### config.mk
export PLATFORM = sky130hd
export DESIGN_NAME = commit_sequencer
export DESIGN_NICKNAME = d
export VERILOG_FILES = /design/src/rtl/commit_sequencer_pkg.sv /design/src/rtl/commit_sequencer.sv
export SDC_FILE = /design/constraint.sdc
export NUM_CORES = 1
export LEC_CHECK = 0
export ABC_AREA = 0
export CORE_AREA = 2 2 196 198
export CTS_CLUSTER_DIAMETER = 100
export CTS_CLUSTER_SIZE = 14
export DETAILED_ROUTE_END_ITERATION = 8
export DIE_AREA = 0 0 198 200
export SETUP_SLACK_MARGIN = 0.2
export SLEW_MARGIN = 20
export SYNTH_ARGS = -nofsm -noshare
export SYNTH_HDL_FRONTEND = slang
export SYNTH_SLANG_ARGS = --single-unit
### constraint.sdc
create_clock -name clk_i -period 2.75 [get_ports clk_i]
set_input_delay 0.4125 -clock clk_i [delete_from_list [all_inputs] [get_ports clk_i]]
set_output_delay 0.4125 -clock clk_i [all_outputs]
set_load 0.01 [all_outputs]
### src/rtl/commit_sequencer_pkg.sv
// Shared types for the ROB commit path: head-entry layout, commit classes and
// sequencer states.
package commit_sequencer_pkg;

    localparam int XLEN            = 64;
    localparam int ROB_IDX_LEN     = 4;
    localparam int EXCEPT_CODE_LEN = 5;

    typedef enum logic [1:0] {
        COMM_INT,
        COMM_STORE,
        COMM_JUMP,
        COMM_OTHER
    } comm_type_t;

    typedef struct packed {
        comm_type_t                 comm_type;
        logic                       rd_upd;
        logic [4:0]                 rd_idx;
        logic [XLEN-1:0]            instr_pc;
        logic [XLEN-1:0]            target_pc;
        logic [XLEN-1:0]            res_value;
        logic                       res_ready;
        logic                       except_raised;
        logic [EXCEPT_CODE_LEN-1:0] except_code;
        logic                       mispredicted;
    } rob_entry_t;

    typedef enum logic {
        S_RUN,
        S_FLUSH
    } commit_state_t;

    // x0 is hardwired, so an update targeting it must not touch RF or status
    function automatic logic writes_rd(rob_entry_t e);
        return e.rd_upd && (e.rd_idx != 5'd0);
    endfunction

endpackage

### src/rtl/commit_sequencer.sv
// Retires ROB head entries in program order: RF write, status clear, store
// release, trap/redirect with a one-cycle flush, and the instret counter.
module commit_sequencer
    import commit_sequencer_pkg::*;
#(
    parameter int XLEN        = commit_sequencer_pkg::XLEN,
    parameter int ROB_IDX_LEN = commit_sequencer_pkg::ROB_IDX_LEN
) (
    input  logic                       clk_i,
    input  logic                       rst_i,
    input  logic                       comm_valid_i,
    output logic                       comm_ready_o,
    input  rob_entry_t                 comm_data_i,
    input  logic [ROB_IDX_LEN-1:0]     comm_head_idx_i,
    output logic                       rf_we_o,
    output logic [4:0]                 rf_addr_o,
    output logic [XLEN-1:0]            rf_data_o,
    output logic                       rs_clr_valid_o,
    output logic [4:0]                 rs_clr_addr_o,
    output logic [ROB_IDX_LEN-1:0]     rs_clr_rob_idx_o,
    output logic                       sb_valid_o,
    input  logic                       sb_ready_i,
    output logic                       flush_o,
    output logic                       redirect_valid_o,
    output logic [XLEN-1:0]            redirect_pc_o,
    output logic                       trap_valid_o,
    output logic [EXCEPT_CODE_LEN-1:0] trap_cause_o,
    output logic [XLEN-1:0]            trap_pc_o,
    output logic [63:0]                instret_o
);

    commit_state_t              state_q, state_d;
    logic                       rf_we_q, rf_we_d;
    logic [4:0]                 rf_addr_q, rf_addr_d;
    logic [XLEN-1:0]            rf_data_q, rf_data_d;
    logic                       rs_clr_valid_q, rs_clr_valid_d;
    logic [4:0]                 rs_clr_addr_q, rs_clr_addr_d;
    logic [ROB_IDX_LEN-1:0]     rs_clr_rob_idx_q, rs_clr_rob_idx_d;
    logic                       redirect_valid_q, redirect_valid_d;
    logic [XLEN-1:0]            redirect_pc_q, redirect_pc_d;
    logic                       trap_valid_q, trap_valid_d;
    logic [EXCEPT_CODE_LEN-1:0] trap_cause_q, trap_cause_d;
    logic [XLEN-1:0]            trap_pc_q, trap_pc_d;
    logic [63:0]                instret_q, instret_d;

    // The ROB only raises valid once the result is ready
    logic unusedResReady;
    assign unusedResReady = comm_data_i.res_ready;

    always_comb begin
        state_d          = state_q;
        comm_ready_o     = 1'b0;
        sb_valid_o       = 1'b0;
        rf_we_d          = 1'b0;
        rf_addr_d        = '0;
        rf_data_d        = '0;
        rs_clr_valid_d   = 1'b0;
        rs_clr_addr_d    = '0;
        rs_clr_rob_idx_d = '0;
        redirect_valid_d = 1'b0;
        redirect_pc_d    = '0;
        trap_valid_d     = 1'b0;
        trap_cause_d     = '0;
        trap_pc_d        = '0;
        instret_d        = instret_q;

        case (state_q)
            S_RUN: begin
                if (comm_valid_i) begin
                    if (comm_data_i.except_raised) begin
                        comm_ready_o = 1'b1;
                        trap_valid_d = 1'b1;
                        trap_cause_d = comm_data_i.except_code;
                        trap_pc_d    = comm_data_i.instr_pc;
                        state_d      = S_FLUSH;
                    end else if (comm_data_i.comm_type == COMM_STORE) begin
                        // Store waits at the head until the store buffer takes it
                        sb_valid_o   = 1'b1;
                        comm_ready_o = sb_ready_i;
                        if (sb_ready_i) begin
                            instret_d = instret_q + 64'd1;
                        end
                    end else begin
                        comm_ready_o = 1'b1;
                        instret_d    = instret_q + 64'd1;
                        if (writes_rd(comm_data_i)) begin
                            rf_we_d          = 1'b1;
                            rf_addr_d        = comm_data_i.rd_idx;
                            rf_data_d        = comm_data_i.res_value;
                            rs_clr_valid_d   = 1'b1;
                            rs_clr_addr_d    = comm_data_i.rd_idx;
                            rs_clr_rob_idx_d = comm_head_idx_i;
                        end
                        if (comm_data_i.comm_type == COMM_JUMP && comm_data_i.mispredicted) begin
                            redirect_valid_d = 1'b1;
                            redirect_pc_d    = comm_data_i.target_pc;
                            state_d          = S_FLUSH;
                        end
                    end
                end
            end
            S_FLUSH: state_d = S_RUN;
            default: state_d = S_RUN;
        endcase
    end

    always_ff @(posedge clk_i) begin
        if (rst_i) begin
            state_q          <= S_RUN;
            rf_we_q          <= 1'b0;
            rf_addr_q        <= '0;
            rf_data_q        <= '0;
            rs_clr_valid_q   <= 1'b0;
            rs_clr_addr_q    <= '0;
            rs_clr_rob_idx_q <= '0;
            redirect_valid_q <= 1'b0;
            redirect_pc_q    <= '0;
            trap_valid_q     <= 1'b0;
            trap_cause_q     <= '0;
            trap_pc_q        <= '0;
            instret_q        <= '0;
        end else begin
            state_q          <= state_d;
            rf_we_q          <= rf_we_d;
            rf_addr_q        <= rf_addr_d;
            rf_data_q        <= rf_data_d;
            rs_clr_valid_q   <= rs_clr_valid_d;
            rs_clr_addr_q    <= rs_clr_addr_d;
            rs_clr_rob_idx_q <= rs_clr_rob_idx_d;
            redirect_valid_q <= redirect_valid_d;
            redirect_pc_q    <= redirect_pc_d;
            trap_valid_q     <= trap_valid_d;
            trap_cause_q     <= trap_cause_d;
            trap_pc_q        <= trap_pc_d;
            instret_q        <= instret_d;
        end
    end

    assign flush_o          = (state_q == S_FLUSH);
    assign rf_we_o          = rf_we_q;
    assign rf_addr_o        = rf_addr_q;
    assign rf_data_o        = rf_data_q;
    assign rs_clr_valid_o   = rs_clr_valid_q;
    assign rs_clr_addr_o    = rs_clr_addr_q;
    assign rs_clr_rob_idx_o = rs_clr_rob_idx_q;
    assign redirect_valid_o = redirect_valid_q;
    assign redirect_pc_o    = redirect_pc_q;
    assign trap_valid_o     = trap_valid_q;
    assign trap_cause_o     = trap_cause_q;
    assign trap_pc_o        = trap_pc_q;
    assign instret_o        = instret_q;

endmodule

==> metrics.md <==
| Metric | Value |
|---|---|
| R2R Path Start | `instret_o[25]` |
| Tmin final | `2.37 ns` |
| Drc violations | `0` |
| Post-CTS resize count | `0` |
| Non-filler cells, final | `1843` |
| Crit end category | `flip-flop` |
| Slew @ Worst Pin | `0.801 ns` |
| Reg2Reg Setup Slack | `0.38 ns` |
| Die area | `39600 um^2` |
| Max Slew Vio Count | `0` |
| Die Width | `198 um` |
| Layout cells sized above 1 | `4.29%` |
| Via/cell ratio | `4.19` |
| Syn_area_per_cell | `10.5 um^2` |
| WP data required | `3.20 ns` |
| DRT antenna net count | `0` |
| Most frequent cell after synthesis | `dfxtp_1` |
| Cell area after placement | `14400 um^2` |
| Vias in the first global route | `7201` |
| Status | `completed` |
| # IOs | `498` |
| Synth area leaders | `dfxtp_1 62%, and2_1 9.8%, and3_1 5.3%` |
| FFs w/ async S/R, synth | `0%` |
| Origin of the worst setup path | `instret_o[25]` |
| WL/cell | `17.3 um` |
| Final setup TNS | `0 ns` |
| IO Port Bufs | `496` |
| # rows | `71` |
| Cells after Synth | `837` |
| Starting DRT DRC Count | `224` |
| Synth top area share | `62.4%` |
| Crit path max fanout | `9` |
| Worst-Skew Late Latency | `0.54 ns` |
| Die Ht | `200 um` |
| Period utilisation layout | `86.0%` |
| Tot GR Track Use | `14.8%` |
| Clk buf depth | `3` |
| Number of post-CTS setup repair buffers | `0` |
| Largest net degree at the start of global routing | `76` |
| R2R depth | `5` |
| Max H-tree Level | `1` |
| Synthesized area | `8790 um^2` |
| Yosys top cell by area | `dfxtp_1` |
| Worst Skew | `0.0230 ns` |
| VDD IR max | `0.357 mV` |
| Initial antenna violation count | `5` |
| Leakage | `5.61 nW` |
| Syn nets | `1054` |
| DP Cell Count | `1816` |
| Root buf cell | `clkbuf_16` |
| Area grow syn2layout | `70.4%` |
| DRT Wirelength | `31900 um` |
| Hold Buf Count CTS | `0` |
| Pwr/cell area | `501 nW/um^2` |
| Startpoint types | `flip-flop` |
| Initial core utilization | `23.5%` |
| Final hold vios | `0` |
| Worst rel slew slack | `46.5%` |
| Global-route wire length before repair | `44900 um` |
| WS Path Type | `flip-flop to flip-flop` |
| RSZ-0062 raised after global routing | `no` |
| CP Capture Point | `instret_o[55]` |
| CP arrival | `2.82 ns` |
| Final instance area | `15000 um^2` |
| Seq/Total Area, Yosys | `62.4%` |
| Worst setup margin | `0.384 ns` |
| Worst Hold Class | `input pin to flip-flop` |
| Core area | `37400 um^2` |
| Top FF cell, synth | `dfxtp_1` |
| Max-Cap Viols | `0` |
| CTS buffer count | `23` |
| TritonRoute pass-1 iters | `4` |
| Number of synthesized register bits | `274` |
| Max Clk Rate | `423 MHz` |
| Layout Nets | `1547` |
| Clock transition at path regs | `0.07 ns` |
| Worst R2R End | `instret_o[55]` |
| Fill cells | `3646` |
| Place WS | `-0.0509 ns` |
| Final setup fails | `0` |
| Synth cell types | `36` |
| Post-detail-place hpwl | `24200 um` |
| TritonCTS clock tree | `done` |
| List of most frequent post-synthesis cells | `274 x dfxtp_1, 138 x and2_1, 74 x and3_1` |
| Total gr overflow | `0` |
| Clock sink total | `274` |
| Vias | `7717` |
| GP Congestion | `0.768` |
| Number of flops mapped to enable cells by yosys | `0` |
| Yosys warns | `0` |
-- power breakdown --
group / internal (mW) / switching, mW / total (mW)
combinational: 0.381 / 0.167 / 0.548
sequential: 4.02 / 0.0176 / 4.03
clock: 1.48 / 1.44 / 2.92
-- cell families after synthesis --
logic type               count (synthesis)  synth area share, %
XOR/XNOR                                33                 3.29
buffers and inverters                   54                 2.58
AND/OR/NAND/NOR                        413                 27.8
adder cells (fa/ha/maj)                  1                0.142
flip-flops                             274                 62.4
multiplexers                             1                0.114
AO/OA/AOI/OAI                           61                 3.62
-- area by class of cell --
class,count,area (um^2),share of cell area (%)
flip-flops and latches,274,5490,36.6
inverters,6,22.5,0.150
repair buffers,516,5130,34.3
clock buffers,23,576,3.84
multi-input cells,509,3100,20.7
clock inverters,2,17.5,0.117
diodes,2,5.00,0.0334
well taps,511,639,4.27
-- layout by cell type, fill, tap and decap left out, types with 11 or more instances in the layout --
cell	count
dfxtp_1	274
nand3_1	24
nor4_1	13
nand4_1	24
nor3_1	11
clkbuf_16	23
buf_4	18
a21oi_1	30
clkdlybuf4s50_1	494
or3_1	27
xor2_1	13
and3_1	74
nor2_1	41
o21ai_0	26
and2_1	138
nand2_1	30
xnor2_1	20
-- metal layers --
| layer | routed length [um] | track usage (%) | vias to the layer above |
|---|---|---|---|
| met1 | 12700 | 18.1 | 3535 |
| li1 | - | - | 3802 |
| met4 | 776 | 3.76 | 6 |
| met3 | 3130 | 5.21 | 48 |
| met5 | 40 | 0 | - |
| met2 | 15300 | 24.7 | 326 |
-- through the flow --
step	hold WS (ns)	power, mW	util (%)
global placement	0.469	4.67	38.4
global route	0.224	7.79	40.0
finish	0.226	7.50	40.0
floorplan	0.502	4.23	-
CTS	0.187	7.64	40.0
detailed placement	0.491	4.68	38.4
-- worst min-delay path by stage --
stage	slack, ns	end	from	cells past startpoint
floorplan	0.50	instret_o[63]	instret_o[63]	2
global placement	0.47	instret_o[63]	instret_o[63]	2
detailed placement	0.49	instret_o[63]	instret_o[63]	2
CTS	0.19	trap_valid_o	rst_i	4
global route	0.22	trap_valid_o	rst_i	4
finish	0.23	trap_valid_o	rst_i	4
-- registers in the layout, summed over array words and instances, names as in the netlist --
signal and count:
instret_o 64, redirect_pc_o 64, rf_data_o 64, trap_pc_o 64, rs_clr_addr_o 5, trap_cause_o 5, rs_clr_rob_idx_o 4, flush_o 1
redirect_valid_o 1, rs_clr_valid_o 1, trap_valid_o 1
-- worst max-delay path: stages (launching register included) --
cell     delay [ns]
dfxtp_1        0.44
nand4_1        0.29
nor4_4         0.50
nand4_1        0.44
or3_1          0.47
a21oi_1        0.13
Note: power is estimated with default switching activity, not from simulation.
